$ cat src/rtl/rf_write_queue.sv
// rf_write_queue: write-back buffer in front of the 8-bit register file.
// Queues register-write requests in FIFO order, drains one per cycle into
// the register file write port, and supplies newest-pending bypass data
// for the two register file read addresses.
module rf_write_queue #(
  parameter int PW    = 3,
  parameter int DEPTH = 4
) (
  input  logic                       clk,
  input  logic                       rst_n,
  input  logic                       in_valid,
  output logic                       in_ready,
  input  logic [PW:0]                in_addr,
  input  logic [7:0]                 in_data,
  input  logic                       drain_en,
  output logic                       wr_en,
  output logic [PW:0]                wr_addr,
  output logic [7:0]                 wr_data,
  input  logic [PW-1:0]              rd_addrA,
  input  logic [PW-1:0]              rd_addrB,
  output logic                       hitA,
  output logic [7:0]                 bypA,
  output logic                       hitB,
  output logic [7:0]                 bypB,
  output logic [$clog2(DEPTH):0]     count,
  output logic                       overflow
);

  localparam int AW = $clog2(DEPTH);
  localparam int CW = AW + 1;

  logic [PW:0]   mem_addr [DEPTH];
  logic [7:0]    mem_data [DEPTH];
  logic [AW-1:0] head;
  logic [AW-1:0] tail;
  logic          push;
  logic          pop;
  logic [AW-1:0] idx;

  // A freshly pushed entry is not visible to the pop until the next edge,
  // so pop looks only at the registered count.
  assign in_ready = (count < CW'(DEPTH));
  assign push     = in_valid && in_ready;
  assign pop      = drain_en && (count != '0);

  // Entry storage is written on accepted requests and never reset.
  always_ff @(posedge clk) begin
    if (push) begin
      mem_addr[tail] <= in_addr;
      mem_data[tail] <= in_data;
    end
  end

  // Pointers, occupancy, output register and sticky overflow flag.
  always_ff @(posedge clk or negedge rst_n) begin
    if (!rst_n) begin
      head     <= '0;
      tail     <= '0;
      count    <= '0;
      wr_en    <= 1'b0;
      wr_addr  <= '0;
      wr_data  <= '0;
      overflow <= 1'b0;
    end else begin
      if (push) begin
        tail <= tail + 1'b1;
      end
      if (pop) begin
        head    <= head + 1'b1;
        wr_en   <= 1'b1;
        wr_addr <= mem_addr[head];
        wr_data <= mem_data[head];
      end else begin
        wr_en <= 1'b0;
      end
      case ({push, pop})
        2'b10:   count <= count + 1'b1;
        2'b01:   count <= count - 1'b1;
        default: count <= count;
      endcase
      if (in_valid && !in_ready) begin
        overflow <= 1'b1;
      end
    end
  end

  // Bypass search: start from the output register, then walk the queue
  // from oldest to newest so the newest matching entry wins.
  always_comb begin
    hitA = 1'b0;
    bypA = 8'h00;
    hitB = 1'b0;
    bypB = 8'h00;
    idx  = '0;
    if (wr_en && (wr_addr == {1'b0, rd_addrA})) begin
      hitA = 1'b1;
      bypA = wr_data;
    end
    if (wr_en && (wr_addr == {1'b0, rd_addrB})) begin
      hitB = 1'b1;
      bypB = wr_data;
    end
    for (int i = 0; i < DEPTH; i++) begin
      idx = head + AW'(i);
      if (CW'(i) < count) begin
        if (mem_addr[idx] == {1'b0, rd_addrA}) begin
          hitA = 1'b1;
          bypA = mem_data[idx];
        end
        if (mem_addr[idx] == {1'b0, rd_addrB}) begin
          hitB = 1'b1;
          bypB = mem_data[idx];
        end
      end
    end
  end

endmodule

$ cat config.mk
export PLATFORM = sky130hd
export DESIGN_NAME = rf_write_queue
export DESIGN_NICKNAME = d
export VERILOG_FILES = /design/src/rtl/rf_write_queue.sv
export SDC_FILE = /design/constraint.sdc
export NUM_CORES = 1
export LEC_CHECK = 0
export BUFFER_PORTS_ARGS = -buffer_cell sky130_fd_sc_hd__buf_4
export CELL_PAD_IN_SITES_DETAIL_PLACEMENT = 1
export CELL_PAD_IN_SITES_GLOBAL_PLACEMENT = 2
export CORE_UTILIZATION = 40
export DETAILED_ROUTE_END_ITERATION = 7
export GPL_TIMING_DRIVEN = 0
export PLACE_DENSITY = 0.8
export SLEW_MARGIN = 20
export SYNTH_ARGS = -nofsm -noshare
export SYNTH_HDL_FRONTEND = slang
export SYNTH_SLANG_ARGS = --single-unit
export TNS_END_PERCENT = 5
$ cat constraint.sdc
create_clock -name clk -period 5.5 [get_ports clk]
set_clock_uncertainty 0.15 [all_clocks]
set_input_delay 0.825 -clock clk [delete_from_list [all_inputs] [get_ports clk]]
set_output_delay 0.825 -clock clk [all_outputs]
set_load 0.005 [all_outputs]
==> metrics.yaml, run 1 <==
tightest_slew_ns: 0.726
syn-num-nets: 373
tns_ns: 0
status: "finished clean"
diodes: 0
final-setup-viol-count: 0
placed_cell_area_um2: 5250
cts_tree: "done"
maxSlewViolCount: 0
clk_path_buf_depth: 2
drc_errors: 0
routed_wl_um: 12500
crit_arrival_ns: 3.09
syn_inst: 342
fin_crit_sh_pct: 73.9
maxCapViolCount: 0
hold_ws_ns: 0.217
reg2reg_depth: 10
grt_overflow: 0
postLayoutCellArea_um2: 5550
yosys.area.top_type: "edfxtp_1"
area_delta_synth_final_pct: 18.4
cts_root_buf: "clkbuf_16"
cts_buffers: 9
grt_max_degree: 22
max_stage_delay_ns: 0.52
cpMaxStageDelayCell: "buf_1"
cp_common_cell: "buf_4"
synthTopCellsByArea: "edfxtp_1, mux4_2, dfrtp_1"
synthTopCellsByCount: "edfxtp_1, mux4_2, nand2_1, xnor2_1, mux2i_1"
grtUsageMet1_pct: 30.7
yosys_most_used_dff: "edfxtp_1"
die_h_um: 110
vias: 3215
drtPass1Iterations: 4
dr.first_iter.drc_count: 232
ant_nets: 0
p_leak_nw: 2.21
grtUsageTotal_pct: 22.2
end_kind: "primary output"
total_power_mw: 3.20
r2r_start: "count[0]"
syn_area_um2: 4690
yosysMostFrequentCell: "edfxtp_1"
clkLatencyLatePin_ns: 0.34
row_count: 39
hold_viol: 0
start_kind: "flop"
postSynthAreaPerCell_um2: 13.7
use_met2_pct: 34.2
ctsResizeCount: 0
start_util_pct: 41.0
synth.distinct_cells: 34
max-vdd-ir-drop_mv: 0.251
clk_pin_slew_worst_paths_ns: 0.06
synthArstFlopShare_pct: 30.4
yosysTopAreaCellShare_pct: 30.8
design.core.area_um2: 11400
cts_hold_buf: 0
setup.worst_path.start: "head[1]"
period_minus_slack_ns: 4.07
crit_chain: "buf_2 > buf_4 > buf_4 > buf_2 > buf_1 > mux4_2 > a22oi_1 > o21ai_1 > buf_4"
power-per-cell-area_nw_per_um2: 576
critPathKind: "flop to primary output"
gp_congestion: 0.816
pin_count: 58
cp_max_fo: 10
design.final.nets: 435
cts_setup_buffers: 0
place_hpwl_um: 9440
via_per_inst: 5.82
routedWlPerCell_um: 22.6
yosysSeqAreaShare_pct: 42.0
post_route_cells_drive_above_1_share_pct: 33.3
rsz0062_at_grt: "no"
antenna_found_initial: 0
holdCritPathClass: "input port to asynchronous set/reset pin"
max_slew_margin_pct: 51.6
grt_pass1_vias: 3366
r2r_slack_ns: 2.57
gr-max-usage-layer: "met2"
cts_max_level: 3
gr-usage-met3_pct: 4.76
synth_edf_count: 48
clock.fmax_mhz: 246
io_buffers: 51
die-area_um2: 12200
critPathRequiredTime_ns: 4.53
die_x_um: 110
cts_num_sinks: 69
yosys_warnings: 0
grt_first_pass_wirelength_um: 19200
synth-seq-cells: 69
==> flip-flops by register name, summed over array words and instances, names as in the netlist <==
name	flops
count	3
head	2
mem_addr	16
mem_data	32
overflow	1
tail	2
wr_addr	4
wr_data	8
wr_en	1
==> worst max-delay path, delay by kind of cell (launching register included) <==
kind	cells	cell delay, ns
multiplexers	1	0.44
buffers and inverters	6	1.63
flip-flops	1	0.33
AO/OA/AOI/OAI	2	0.35
==> through the flow <==
step	util (%)	setup WS, ns	cells
floorplan	-	2.45	342
global placement	46.0	1.86	536
detailed placement	46.0	1.80	536
CTS	48.6	1.41	552
global route	48.6	1.25	552
finish	48.6	1.43	552
==> metal layers <==
layer | vias to the layer above | wire, um
li1 | 1465 | -
met1 | 1650 | 5660
met2 | 83 | 5970
met3 | 17 | 603
met4 | 0 | 221
met5 | - | 0
==> worst paths after layout <==
path                              end
setup / recovery              bypB[5]
max in group asynchronous  wr_addr[1]
setup reg to reg             count[2]
min in group clk             overflow
hold / removal                tail[1]
hold reg to reg              overflow
==> power by group <==
part / leakage [nW] / internal [mW] / switching (mW)
Combinational: 1.38 / 0.897 / 0.891
Clock: 0.145 / 0.353 / 0.242
Sequential: 0.685 / 0.687 / 0.125
==> cell usage in the layout (no fill, tap or decap), drive strengths merged <==
cell	n
a21o	1
a21oi	2
a22o	16
a22oi	16
a31oi	1
a41oi	2
and2	4
and4	4
buf	69
bufinv	1
clkbuf	18
clkinv	4
clkinvlp	1
dfrtp	21
edfxtp	48
ha	9
inv	11
mux2	4
mux2i	23
mux4	45
nand2	38
nand4	6
nand4bb	2
nor2	5
nor2b	2
o21ai	19
o21bai	1
xnor2	30
xor2	6
==> cell type report <==
type / count / area [um2]
buffer: 27 / 161
tap: 143 / 179
sequential: 69 / 1970
inverter: 10 / 37.5
clock inverter: 7 / 75.1
clock buffer: 9 / 225
timing repair buffer: 51 / 383
multi-input combinational: 236 / 2520
fill: 1157 / 5870
==> logic make-up after synthesis <==
logic type	synth area share [%]
XOR/XNOR	7.69
flip-flops	42.0
multiplexers	28.1
AO/OA/AOI/OAI	9.26
buffers and inverters	4.24
AND/OR/NAND/NOR	6.38
adder cells (fa/ha/maj)	2.40
Power figures use the tool's default switching activity.
==> run 2: changes to the inputs <==
- clock period: 5.5 -> 3.9 ns (I/O delays scaled with it)
==> metrics.yaml, run 2 (synthesized netlist as in run 1, its figures left out) <==
multiInputGateArea_um2: 2520
tns_ns: 0
vias: 3220
clock.fmax_mhz: 276
cts_tree: "done"
status: "finished clean"
crit_chain: "buf_6 > buf_12 > buf_4 > buf_4 > buf_4 > clkbuf_4 > mux4_2 > a22oi_1 > o21ai_1 > buf_4"
post_route_cells_drive_above_1_share_pct: 33.4
design.final.nets: 436
max_slew_margin_pct: 51.4
critPathRequiredTime_ns: 3.16
power_frac_seq_pct: 25.4
fin_crit_sh_pct: 93.0
grtUsageTotal_pct: 22.2
place_hpwl_um: 9440
rsz0062_at_grt: "no"
final_cell_mix: "buf_4, edfxtp_1, mux4_2, nand2_1, xnor2_1"
area_delta_synth_final_pct: 18.7
num-fill-cells: 1157
clk_path_buf_depth: 2
diodes: 0
power-per-cell-area_nw_per_um2: 812
period_minus_slack_ns: 3.63
place_ws_ns: 0.440
cts_buffers: 9
grt_first_pass_wirelength_um: 19200
maxCapViolCount: 0
critPathKind: "flop to primary output"
cp_max_fo: 10
holdCritPathClass: "input port to flop"
drc_errors: 0
switching_share_pct: 39.4
via_per_inst: 5.82
pin_count: 58
total_power_mw: 4.51
row_count: 39
p_int_mw: 2.74
max-vdd-ir-drop_mv: 0.339
cp_num_buf_inv: 7
cts_num_sinks: 69
gp_congestion: 0.816
cpLargestDelayFamily: "buffers and inverters"
seqCellArea_um2: 1970
crit_arrival_ns: 2.89
maxSlewViolCount: 0
dr.first_iter.drc_count: 230
setup_slack_ns: 0.271
final-setup-viol-count: 0
hold_viol: 0
hold_ws_ns: 0.285
top_regs: "mem_data: 32 flops, mem_addr: 16 flops, wr_data: 8 flops"
start_util_pct: 41.0
start_kind: "flop"
design.core.area_um2: 11400
clk_pin_slew_worst_paths_ns: 0.06
p_comb_share_pct: 56.1
end_kind: "primary output"
tightest_slew_ns: 0.729
die_x_um: 110
clkLatencyLatePin_ns: 0.34
layout_commonest_cell: "buf_4"
ant_nets: 0
cpMaxStageDelayCell: "mux4_2"
p_leak_nw: 2.22
cts_root_buf: "clkbuf_16"
routed_wl_um: 12500
io_buffers: 51
switchingPower_mw: 1.78
grt_overflow: 0
cts_max_level: 3
die_h_um: 110
antenna_found_initial: 0
routedWlPerCell_um: 22.6
grt_max_degree: 22
top_register: "mem_data"
die-area_um2: 12200
grt_pass1_vias: 3366
drtPass1Iterations: 4
clkPwrFrac_pct: 18.6
max_stage_delay_ns: 0.37
largest_register_ff_count: 32
cp_common_cell: "buf_4"
==> run 2: cell count changes in the layout (fill, tap and decap cells not counted) <==
cell / previous run / this run
clkbuf_4: 0 / 1
buf_2: 8 / 7
clkbuf_2: 0 / 1
buf_1: 1 / 0
dlygate4sd3_1: 0 / 1
==> run 2: area by class of cell <==
type	count	share of cell area [%]
multi-input combinational	236	45.3
sequential	69	35.4
timing repair buffer	52	7.06
clock buffer	9	4.05
tap	143	3.22
buffer	27	2.97
clock inverter	7	1.35
inverter	10	0.675
==> run 2: stage by stage <==
step	cells	instance area, um2	utilization, %
global route	553	5560	48.7
detailed placement	536	5250	46.0
global placement	536	5250	46.0
CTS	553	5560	48.7
floorplan	342	4690	-
finish	553	5560	48.7
==> run 2: per-layer routing <==
layer	wire, um	global-route usage [%]
met3	627	4.76
met2	5970	34.3
met5	0	0
met4	212	8.18
met1	5660	30.8
==> run 2: what timing repair did <==
item,in CTS,in global routing
resized for setup,0,2
setup buffers,0,0
hold buffers,1,0
endpoints found under the hold margin,21,0
setup endpoints to repair,0,14
==> run 2: path summary, 6_finish.rpt <==
check                      slack, ns  cells past startpoint        endpoint        from
setup reg to reg                0.93                     10        count[2]    count[0]
min in group asynchronous       0.52                      2         tail[1]       rst_n
hold / removal                  0.28                      1  mem_data[0][4]  in_data[4]
max in group asynchronous       2.84                      2      wr_addr[1]       rst_n
hold reg to reg                 0.31                      1        overflow    overflow
setup / recovery                0.27                     10         bypA[7]     head[0]
==> run 2: power by group through the flow <==
stage	sequential (mW)	combinational, mW	clock, mW
floorplan	1.11	1.73	0
global placement	1.14	2.47	0
detailed placement	1.16	2.54	0
CTS	1.15	2.54	0.855
global route	1.17	2.75	0.880
finish	1.15	2.53	0.838
==> run 2: worst register-to-register path: cells and delay by family, from the launching register on <==
| family | cells | cell delay (ns) |
|---|---|---|
| AOI/OAI and AO/OA | 1 | 0.56 |
| xor gates and xnor gates | 1 | 0.14 |
| buffers and inverters | 4 | 0.82 |
| and+or+nand+nor | 1 | 0.07 |
| adders and majority gates | 2 | 0.49 |
| DFF | 1 | 0.47 |
| muxes | 1 | 0.16 |
==> run 3: changes to the inputs <==
- ABC_AREA: not set -> 1
- CORE_UTILIZATION: 40 -> 34
- PLACE_DENSITY: 0.8 -> 0.81
==> metrics.yaml, run 3 <==
synth_edf_count: 48
start_util_pct: 35.4
ctsResizeCount: 0
period_minus_slack_ns: 3.45
yosysTopAreaCellShare_pct: 26.4
postSynthAreaPerCell_um2: 7.28
synth-seq-cells: 69
synthArstFlopShare_pct: 30.4
yosys.area.top_type: "edfxtp_1"
grt_max_degree: 22
top_register: "mem_data"
layout_commonest_cell: "nand2_1"
via_per_inst: 4.82
cts_root_buf: "clkbuf_16"
tns_ns: 0
status: "finished clean"
p_leak_nw: 3.11
tightest_slew_ns: 0.737
grtUsageTotal_pct: 22.1
synthTopCellsByCount: "nand2_1, nand3_1, inv_1, o21ai_0, nor2_1"
cts_buffers: 9
routedWlPerCell_um: 16.6
pin_count: 58
cts_tree: "done"
grt_first_pass_wirelength_um: 27700
cts_setup_buffers: 0
design.core.area_um2: 15400
multiInputGateArea_um2: 2950
max-vdd-ir-drop_mv: 0.311
grt_overflow: 0
vias: 4980
maxCapViolCount: 0
syn_area_um2: 5470
critPathRequiredTime_ns: 3.16
clk_pin_slew_worst_paths_ns: 0.07
yosys_most_used_dff: "edfxtp_1"
die-area_um2: 16600
synth.distinct_cells: 40
antenna_found_initial: 0
power-per-cell-area_nw_per_um2: 945
dr.first_iter.drc_count: 222
top_regs: "mem_data: 32 flops, mem_addr: 16 flops, wr_data: 8 flops"
row_count: 45
crit_arrival_ns: 2.72
critPathKind: "flop to primary output"
yosysMostFrequentCell: "nand2_1"
largest_register_ff_count: 32
holdCritPathClass: "input port to flop"
rsz0062_at_grt: "no"
post_route_cells_drive_above_1_share_pct: 19.3
clkLatencyLatePin_ns: 0.35
drc_errors: 0
max_slew_margin_pct: 50.4
start_kind: "flop"
cts_max_level: 3
fin_crit_sh_pct: 88.5
ant_nets: 0
die_h_um: 129
cts_num_sinks: 69
gp_congestion: 0.848
io_buffers: 54
routed_wl_um: 17200
yosysSeqAreaShare_pct: 36.0
place_hpwl_um: 13900
syn_inst: 751
synthTopCellsByArea: "edfxtp_1, nand2_1, dfrtp_1"
design.final.nets: 848
utilization_pct: 42.0
seqCellArea_um2: 1970
clk_path_buf_depth: 2
maxSlewViolCount: 0
final-setup-viol-count: 0
cts_hold_buf: 1
grt_pass1_vias: 5137
cp_max_fo: 10
diodes: 0
num-fill-cells: 1951
area_delta_synth_final_pct: 18.5
syn-num-nets: 782
clock.fmax_mhz: 290
hold_viol: 0
end_kind: "primary output"
yosys_warnings: 0
final_cell_mix: "nand2_1, nand3_1, inv_1, o21ai_0, buf_4"
die_x_um: 129
drtPass1Iterations: 4
run 3: changes by cell type in the layout (fill, tap and decap cells not counted), moves of 18 or more:
cell     previous run  this run
nand2_1            38       237
nand3_1             0        92
inv_1              10        89
o21ai_0             2        69
nor2_1              3        47
mux4_2             38         0
xnor2_1            24         3
nand2_2             0        18
run 3: power breakdown:
| part | switching, mW | internal (mW) |
|---|---|---|
| Sequential | 0.119 | 0.974 |
| Combinational | 2.66 | 1.45 |
| Clock | 0.355 | 0.564 |
run 3: area by class of cell:
class | count | area share (%)
Buffer | 26 | 3.17
Clock buffer | 9 | 3.48
Clock inverter | 7 | 1.51
Inverter | 93 | 5.54
Multi-Input combinational cell | 563 | 45.5
Sequential cell | 69 | 30.4
Tap cell | 211 | 4.07
Timing Repair Buffer | 55 | 6.41
run 3: kinds of logic (layout without fill, tap and decap cells):
family	count (synthesis)	after routing	synth area share [%]
buf+inv	119	190	10.3
fa+ha+maj	9	9	2.06
mux	16	16	2.93
flops	69	69	36.0
xor+xnor	10	10	1.60
compound gates	98	98	10.3
simple gates	430	430	36.8
run 3: path summary, 6_finish.rpt:
check | from | slack, ns | cells after the start | end
setup / recovery | head[0] | 0.45 | 10 | bypB[0]
hold / removal | in_addr[2] | 0.28 | 1 | mem_addr[2][2]
setup reg to reg | count[0] | 0.92 | 11 | count[2]
hold reg to reg | overflow | 0.31 | 1 | overflow
max in group asynchronous | rst_n | 2.80 | 2 | tail[0]
min in group asynchronous | rst_n | 0.53 | 2 | count[0]
run 3: critical path, cell delays in order, from the launching register on:
cell and delay (ns):
dfrtp_1 0.35, buf_6 0.16, buf_4 0.19, buf_2 0.23, mux2i_1 0.14, o21ai_0 0.61, nand3_1 0.18, nand3_2 0.12
nand2_1 0.05, a21oi_1 0.17, buf_4 0.15
run 3: metrics by stage:
step                hold WS (ns)  power, mW  instances  cell area, um2  worst slack, ns
floorplan                  0.139       3.82        751            5470             1.49
global placement           0.289       5.08       1016            6140            0.949
detailed placement         0.299       5.21       1016            6140            0.826
CTS                        0.272       6.15       1033            6470            0.517
global route               0.276       6.62       1033            6480            0.271
finish                     0.283       6.12       1033            6480            0.447
run 3: metal layers:
metal  wire (um)  global-route usage, %  vias up
met5           0                      0        -
met3         690                   4.20        5
li1            -                      -     2547
met4          91                   4.22        0
met1        8590                   30.1     2346
met2        7820                   36.6       82
